File: config.mk
export PLATFORM = sky130hd
export DESIGN_NAME = alu_job_scheduler
export DESIGN_NICKNAME = d
export VERILOG_FILES = /design/src/rtl/alu_job_scheduler.sv
export SDC_FILE = /design/constraint.sdc
export NUM_CORES = 1
export LEC_CHECK = 0
export BUFFER_PORTS_ARGS = -buffer_cell sky130_fd_sc_hd__buf_2
export CAP_MARGIN = 5
export CORE_UTILIZATION = 47
export DETAILED_ROUTE_END_ITERATION = 6
export HOLD_SLACK_MARGIN = 0.1
export PLACE_DENSITY = 0.81
export RECOVER_POWER = 50
export SYNTH_ARGS = -nofsm -noshare
export SYNTH_HDL_FRONTEND = slang
export SYNTH_SLANG_ARGS = --single-unit
File: constraint.sdc
create_clock -name i_clk -period 2.3 [get_ports i_clk]
set_input_delay 0.23 -clock i_clk [delete_from_list [all_inputs] [get_ports i_clk]]
set_output_delay 0.23 -clock i_clk [all_outputs]
set_load 0.1 [all_outputs]
File: src/rtl/alu_job_scheduler.sv
// Shares one ALU between NUM_REQ requesters. A round-robin arbiter accepts one
// job at a time, issues it to the ALU, waits (under a watchdog) for completion and
// returns the tagged result on a single response channel.
//
// state  | meaning
// IDLE   | no job held; arbitrate and accept one pending request
// ISSUE  | pulse alu_begin for the captured job, clear watchdog
// WAIT   | ALU running; wait for alu_end or watchdog expiry
// RESP   | response presented until the consumer takes it
module alu_job_scheduler #(
  parameter int NUM_REQ = 4,
  parameter int ID_W    = 2,
  parameter int W       = 8,
  parameter int TIMEOUT = 64
) (
  input  logic                 i_clk,
  input  logic                 i_reset,
  input  logic [NUM_REQ-1:0]   i_req_valid,
  output logic [NUM_REQ-1:0]   o_req_ready,
  input  logic [3*NUM_REQ-1:0] i_req_op,
  input  logic [W*NUM_REQ-1:0] i_req_a,
  input  logic [W*NUM_REQ-1:0] i_req_b,
  output logic                 o_alu_begin,
  output logic [2:0]           o_alu_op,
  output logic [W-1:0]         o_alu_a,
  output logic [W-1:0]         o_alu_b,
  input  logic                 i_alu_end,
  input  logic [2*W-1:0]       i_alu_result,
  output logic                 o_rsp_valid,
  input  logic                 i_rsp_ready,
  output logic [ID_W-1:0]      o_rsp_id,
  output logic [2*W-1:0]       o_rsp_result,
  output logic [1:0]           o_rsp_status,
  output logic                 o_busy
);

  localparam int WD_W = $clog2(TIMEOUT);

  localparam logic [1:0] ST_OK      = 2'b00;
  localparam logic [1:0] ST_TIMEOUT = 2'b01;
  localparam logic [1:0] ST_ILLEGAL = 2'b10;

  typedef enum logic [1:0] {S_IDLE, S_ISSUE, S_WAIT, S_RESP} state_t;

  state_t             r_state;
  state_t             w_next;
  logic [ID_W-1:0]    r_rrptr;
  logic [WD_W-1:0]    r_wdog;
  logic [2:0]         r_alu_op;
  logic [W-1:0]       r_alu_a;
  logic [W-1:0]       r_alu_b;
  logic [ID_W-1:0]    r_rsp_id;
  logic [2*W-1:0]     r_rsp_result;
  logic [1:0]         r_rsp_status;

  logic               w_grant_hit;
  logic [ID_W-1:0]    w_grant_id;
  logic [2:0]         w_grant_op;
  logic [W-1:0]       w_grant_a;
  logic [W-1:0]       w_grant_b;
  logic               w_illegal;
  logic               w_wdog_tc;

  // Round-robin search starting just after the last grant; the nearest hit wins
  // because the scan runs from the farthest candidate toward the nearest.
  always_comb begin
    logic [ID_W-1:0] w_scan_idx;
    w_grant_hit = 1'b0;
    w_grant_id  = '0;
    w_scan_idx  = '0;
    for (int k = NUM_REQ; k >= 1; k--) begin
      w_scan_idx = ID_W'((int'(r_rrptr) + k) % NUM_REQ);
      if (i_req_valid[w_scan_idx]) begin
        w_grant_hit = 1'b1;
        w_grant_id  = w_scan_idx;
      end
    end
  end

  // Select the granted requester's op and operands.
  always_comb begin
    w_grant_op = '0;
    w_grant_a  = '0;
    w_grant_b  = '0;
    for (int i = 0; i < NUM_REQ; i++) begin
      if (w_grant_id == ID_W'(i)) begin
        w_grant_op = i_req_op[3*i +: 3];
        w_grant_a  = i_req_a[W*i +: W];
        w_grant_b  = i_req_b[W*i +: W];
      end
    end
  end

  assign w_illegal = (w_grant_op == 3'b111);
  assign w_wdog_tc = (r_wdog == WD_W'(TIMEOUT - 1));

  // State register.
  always_ff @(posedge i_clk) begin
    if (i_reset) r_state <= S_IDLE;
    else         r_state <= w_next;
  end

  // Next-state decode; illegal ops skip the ALU and go straight to RESP.
  always_comb begin
    w_next = r_state;
    case (r_state)
      S_IDLE:  if (w_grant_hit) w_next = w_illegal ? S_RESP : S_ISSUE;
      S_ISSUE: w_next = S_WAIT;
      S_WAIT:  if (i_alu_end || w_wdog_tc) w_next = S_RESP;
      S_RESP:  if (i_rsp_ready) w_next = S_IDLE;
      default: w_next = S_IDLE;
    endcase
  end

  // Handshake strobes decoded from the registered state; accept pulse also needs valid.
  always_comb begin
    o_req_ready = '0;
    o_alu_begin = 1'b0;
    o_rsp_valid = 1'b0;
    o_busy      = (r_state != S_IDLE);
    case (r_state)
      S_IDLE:  if (w_grant_hit) o_req_ready = NUM_REQ'(1) << w_grant_id;
      S_ISSUE: o_alu_begin = 1'b1;
      S_RESP:  o_rsp_valid = 1'b1;
      default: ;
    endcase
  end

  // Job capture, watchdog and response registers; alu_end wins over the watchdog.
  always_ff @(posedge i_clk) begin
    if (i_reset) begin
      r_rrptr      <= ID_W'(NUM_REQ - 1);
      r_wdog       <= '0;
      r_alu_op     <= '0;
      r_alu_a      <= '0;
      r_alu_b      <= '0;
      r_rsp_id     <= '0;
      r_rsp_result <= '0;
      r_rsp_status <= '0;
    end else begin
      case (r_state)
        S_IDLE: begin
          if (w_grant_hit) begin
            r_alu_op <= w_grant_op;
            r_alu_a  <= w_grant_a;
            r_alu_b  <= w_grant_b;
            r_rsp_id <= w_grant_id;
            r_rrptr  <= w_grant_id;
            if (w_illegal) begin
              r_rsp_status <= ST_ILLEGAL;
              r_rsp_result <= '0;
            end
          end
        end
        S_ISSUE: r_wdog <= '0;
        S_WAIT: begin
          if (i_alu_end) begin
            r_rsp_result <= i_alu_result;
            r_rsp_status <= ST_OK;
          end else if (w_wdog_tc) begin
            r_rsp_result <= '0;
            r_rsp_status <= ST_TIMEOUT;
          end else begin
            r_wdog <= r_wdog + 1'b1;
          end
        end
        default: ;
      endcase
    end
  end

  assign o_alu_op     = r_alu_op;
  assign o_alu_a      = r_alu_a;
  assign o_alu_b      = r_alu_b;
  assign o_rsp_id     = r_rsp_id;
  assign o_rsp_result = r_rsp_result;
  assign o_rsp_status = r_rsp_status;

endmodule

# Word-level counts from Yosys, hierarchy flattened
# Index checks and enable logic that the tools add are counted.
word_totals:
  latch_bits: 0
  ramBits: 0
  elab_cells: 94
  inputBits: 100
  memories: 0
  out_inout_bits: 46
  register_bits: 49
  romBits: 0
op_classes:
  eq_ne: 15
  muxes: 50
  multipliers: 0
  add_sub_neg: 5
  shifts: 1
  order_cmp: 4
  div: 0
  n_reduce_logical: 10
  n_bitwise: 0
ops:
  columns: ["cell", "n"]
  rows:
  - ["$mux 16", 4]
  - ["$mux 8", 8]
  - ["$pmux 16 s2", 1]
  - ["$mux 2", 12]
  - ["$lt 2x3->1 const B", 4]
  - ["$mux 3", 4]
  - ["$mux 6", 2]
  - ["$ne 2x2->1 const B", 6]
  - ["$pmux 6 s2", 1]
  - ["$mux 1", 10]
  - ["$bmux 1 s2", 4]
  - ["$eq 2x2->1 const B", 4]
  - ["$mux 4", 2]
  - ["$pmux 2 s4", 1]
  - ["$add 6x1->6 const B", 1]
  - ["$eq 6x6->1 const B", 1]
  - ["$reduce_and 3->1", 2]
  - ["$reduce_bool 2->1", 3]
  - ["$add 2x1->2 const B", 2]
  - ["$add 2x2->2 const B", 2]
  - ["$eq 2x1->1 const B", 2]
  - ["$logic_not 2->1", 2]
  - ["$pmux 2 s2", 1]
  - ["$reduce_and 4->1", 1]
  - ["other kinds (5)", 5]

# Depth between registers and ports, before layout
depth:
  depth_word: 16
  mapped_depth: 11
  ltp_nobuf: 9

# Worst setup path after synthesis
# Ideal clock, no wire load.
synth_path:
  path_type: "register -> output"
  from: "reg r_rrptr[1]"
  to: "out o_req_ready[0]"
  n_path_buf: 2
  stages_incl_launch_ff: 7
  setup_slack_ps: -1310
  required_time_ps: 2070
  arrival_time_ps: 3380
  cell_sequence: "dfxtp_1 > mux2i_1 > o22a_1 > o21ai_2 > clkbuf_1 > clkbuf_1 > nor3_1"
synth_via:
  elab_chain_len: 10
  elab_cells_between_ends: 23
  classes_between: "add/sub: 4; shift: 1; mux: 18"
synth_lines:
  columns: ["element", "line", "rtl"]
  rows:
  - ["from (decl)", "47", "logic [ID_W-1:0] r_rrptr;"]
  - ["from (signal assigned)", "132", "r_rrptr <= ID_W'(NUM_REQ - 1);"]
  - ["from (signal assigned)", "148", "r_rrptr <= w_grant_id;"]
  - ["$add 2x1->2", "72", "w_scan_idx = ID_W'((int'(r_rrptr) + k) % NUM_REQ);"]
  - ["$bmux 1 s2", "73", "if (i_req_valid[w_scan_idx]) begin"]
  - ["$mux 1 (implied by the code)", "73", null]
  - ["$mux 2 (4 in a row)", "73", null]
  - ["$shl 1x2->4", "122", "S_IDLE: if (w_grant_hit) o_req_ready = NUM_REQ'(1) << w_grant_id;"]
  - ["$mux 4 *", "122", null]
  - ["$mux 4 *", "121", "case (r_state)"]
  - ["to (decl)", "19", "output logic [NUM_REQ-1:0] o_req_ready,"]
# Mark *: on every way between the ends. The rest lies on a longest branch, timed or not. The select of a mux whose other input is x is not followed.

# Worst setup path after layout
layout_path:
  from: "reg r_rrptr[1]"
  to: "out o_req_ready[3]"
# The elaborated chain is that of the path after synthesis.

==> impl_metrics.toml <==
[yosys]
yosysWarnings = 0
synthCells = 431
syn_area_um2 = 3110
synthesis.nets = 536
yosysSeqAreaShare = 0.315
synthFlopType = "dfxtp_1"
yosys-top-cells-area = "dfxtp_1 (32%), nor2_1 (8.5%), nand2_1 (7.6%)"
yosys.cell_types.count = 53
yosysTopAreaCell = "dfxtp_1"
synth_edf_count = 0
ys_ff_latch = 49
synth_top_cell_area_share = 0.315
async_flop_share = 0
synth_area_per_cell_um2 = 7.21

[place]
place.detailed.hpwl_um = 6900
dp_worst_setup_slack_ns = 0.0417
place_congestion = 0.862
io_buffers = 145

[setup_path]
crit_family = "simple AND/OR/NAND/NOR gates"
crit_path_end_kind = "output pin"
path_depth = 6
r2r_slack_ns = 0.13
worstPathMaxFanout = 34
r2r_end = "o_rsp_status[1]"
cp-endpoint = "o_req_ready[3]"
crit_buf_inv = 2
crit_chain = "nand2_1, a31oi_2, and2_2, buf_8, and3_4, buf_12"
crit_path_start_kind = "register"
worstPathRequired_ns = 2.07
worst_ep_arrival_time_ns = 1.97
critPathMaxStageDelay_ns = 0.35
worstRegToRegCells = 10
crit_type = "reg -> out"
reg2reg_from = "r_rrptr[1]"
startpoint = "r_rrptr[1]"
worst_path_max_delay_cell = "dfxtp_1"

[timing]
setup_viol = 0
grt_setup_unrepaired = "false"
fin_worst_skew_ns = 0.00325
maxSlewHeadroom = 0.155
final.min_clock_period_ns = 2.20
tns_ns = 0
timing.final.crit_share = 0.955
slew_violations = 0
tightest_slew_ns = 1.27
max_clock_freq_mhz = 455
hold_viol_final = 0
timing.final.ws_setup_ns = 0.104

[global_route]
grt_overflow = 0
grt_max_degree = 37
grt_pass1_vias = 3481
grt_pass1_wl_um = 15400
track_usage = 0.267
grt_antenna_before_repair = 0

[clocking]
clock_sinks = 49
cts_buffer_depth = 2
cts_max_level = 2
clockRootBuffer = "clkbuf_8"
clk_pin_slew_ns = 0.09
clk_latency_ns = 0.31
ctsHoldBuffers = 0
cts_buffers = 5
tritoncts = "done"

[job]
max-cap-violations = 0

[finish]
fillerInstances = 596
drive_above_1_share = 0.287
syn_to_final_growth_pct = 35.6
antenna_cells = 0
layout.nets = 672

[floorplanning]
die_width_um = 83.3
fp.dieH_um = 83.3
io_pins = 146
core_area_um2 = 6350
die-area_um2 = 6940
placementRows = 29
start_util = 0.490

[power_and_ir_drop]
p_leak_uw = 0.00174
ir_drop_v = 0.00111
p_per_area_nw_per_um2 = 1430

[route]
vias = 3688
post_drt_wl_per_cell_um = 15.0
drc_errors = 0
initialDrtViolationCount = 278
detail-route-antenna-nets = 0
routed_wl_um = 9680
drt-pass1-iter-count = 4
vias_per_cell = 5.72

[hold_path]
hold_path_class = "in -> reg"

[outcome]
status = "finished, final reports clean"
synth_stat cells (all sizes together) (2+ instances only):
library cell  instances
a21boi                3
a21oi                27
a22oi                 2
a311oi                2
a31oi                 2
a32oi                18
and3                  2
and4                  2
buf                  13
clkbuf               23
dfxtp                49
ha                    5
inv                   6
mux2i                 4
nand2                63
nand2b                4
nand3                37
nand3b               16
nor2                 71
nor2b                 2
nor3                 21
nor4                  2
o211ai               16
o21a                  2
o21ai                20
xnor2                 2
xor2                  2
kinds of logic (layout without fill, tap and decap cells):
logic type / Yosys count / after routing / share of synthesized area
and+or+nand+nor: 226 / 226 / 0.334
AOI/OAI and AO/OA: 100 / 100 / 0.239
adders and majority gates: 5 / 5 / 0.0201
buffers and inverters: 43 / 180 / 0.0636
DFF: 49 / 49 / 0.315
xor gates and xnor gates: 4 / 4 / 0.0113
muxes: 4 / 4 / 0.0169
metrics by stage:
stage                     power [µW]  instance area, µm²  cells   util  hold slack, ns
after floorplan                 4370                3160    431      -           0.349
after global placement          5150                4040    634  0.637           0.439
after detailed placement        5220                4040    634  0.637           0.445
after CTS                       5980                4190    642  0.660           0.142
after global routing            6350                4220    645  0.664           0.154
final                           6040                4220    645  0.664           0.152
routing by layer:
layer	global-route usage	vias up	share of wire	wire, µm
met5	0	-	0	0
met4	0.0987	0	0.019	182
met3	0.0368	20	0.059	572
met2	0.500	153	0.52	5030
met1	0.306	1717	0.40	3890
li1	-	1798	-	-
area by class of cell:
type,count,area (µm²),area share
Multi-Input combinational cell,339,2000,0.473
Sequential cell,49,981,0.233
Timing Repair Buffer,165,975,0.231
Tap cell,77,96.3,0.0229
Clock buffer,5,68.8,0.0163
Clock inverter,3,68.8,0.0163
Inverter,7,30.0,0.00712
what timing repair did:
action	in CTS	in global routing
cloned	0	1
pin swaps	0	1
endpoints found under the setup margin	2	6
gates resized for setup	3	7
setup buffers	0	2
worst min path at each step:
stage | cells after the start | slack (ns) | end | start
after CTS | 3 | 0.14 | o_rsp_result[1] | i_alu_result[1]
after detailed placement | 2 | 0.44 | o_alu_b[1] | o_alu_b[1]
final | 3 | 0.15 | o_rsp_result[1] | i_alu_result[1]
after global routing | 3 | 0.15 | o_rsp_result[11] | i_alu_result[11]
after global placement | 2 | 0.44 | o_alu_a[2] | o_alu_a[2]
after floorplan | 2 | 0.35 | o_rsp_result[0] | i_alu_result[0]
power breakdown:
part           internal [µW]  total, µW  switching [µW]
registers               1060       1190             129
clock network            438        745             307
logic                   1010       4100            3090
total                   2510       6040            3530
flip-flops by register name, indices dropped and copies added (netlist names):
name / flops
o_rsp_id: 2
r_rrptr: 2
r_wdog: 6
o_alu_b: 8
r_state: 2
o_alu_a: 8
o_rsp_status: 2
o_alu_op: 3
o_rsp_result: 16
tightest hold or removal path, stage by stage:
cell and delay, ns:
buf_2 0.09, a32oi_1 0.05, o21ai_0 0.06
layout by cell type, fill, tap and decap left out, drive strengths merged, types with 2 or more instances in the layout:
master | Yosys | routed
ha | 5 | 5
a22oi | 2 | 2
o21ai | 20 | 20
a21oi | 27 | 27
nor3 | 21 | 21
inv | 6 | 6
o21a | 2 | 2
a31oi | 2 | 2
nor4 | 2 | 2
nor2b | 2 | 2
dfxtp | 49 | 49
nor2 | 71 | 71
nand3 | 37 | 37
a32oi | 18 | 18
o211ai | 16 | 16
nand2b | 4 | 4
xnor2 | 2 | 2
xor2 | 2 | 2
and4 | 2 | 2
nand3b | 16 | 16
and3 | 2 | 2
clkbuf | 23 | 48
nand2 | 63 | 63
bufinv | 0 | 2
a21boi | 3 | 3
buf | 13 | 122
mux2i | 4 | 4
a311oi | 2 | 2
No activity file was read; power rests on OpenSTA's default activity.
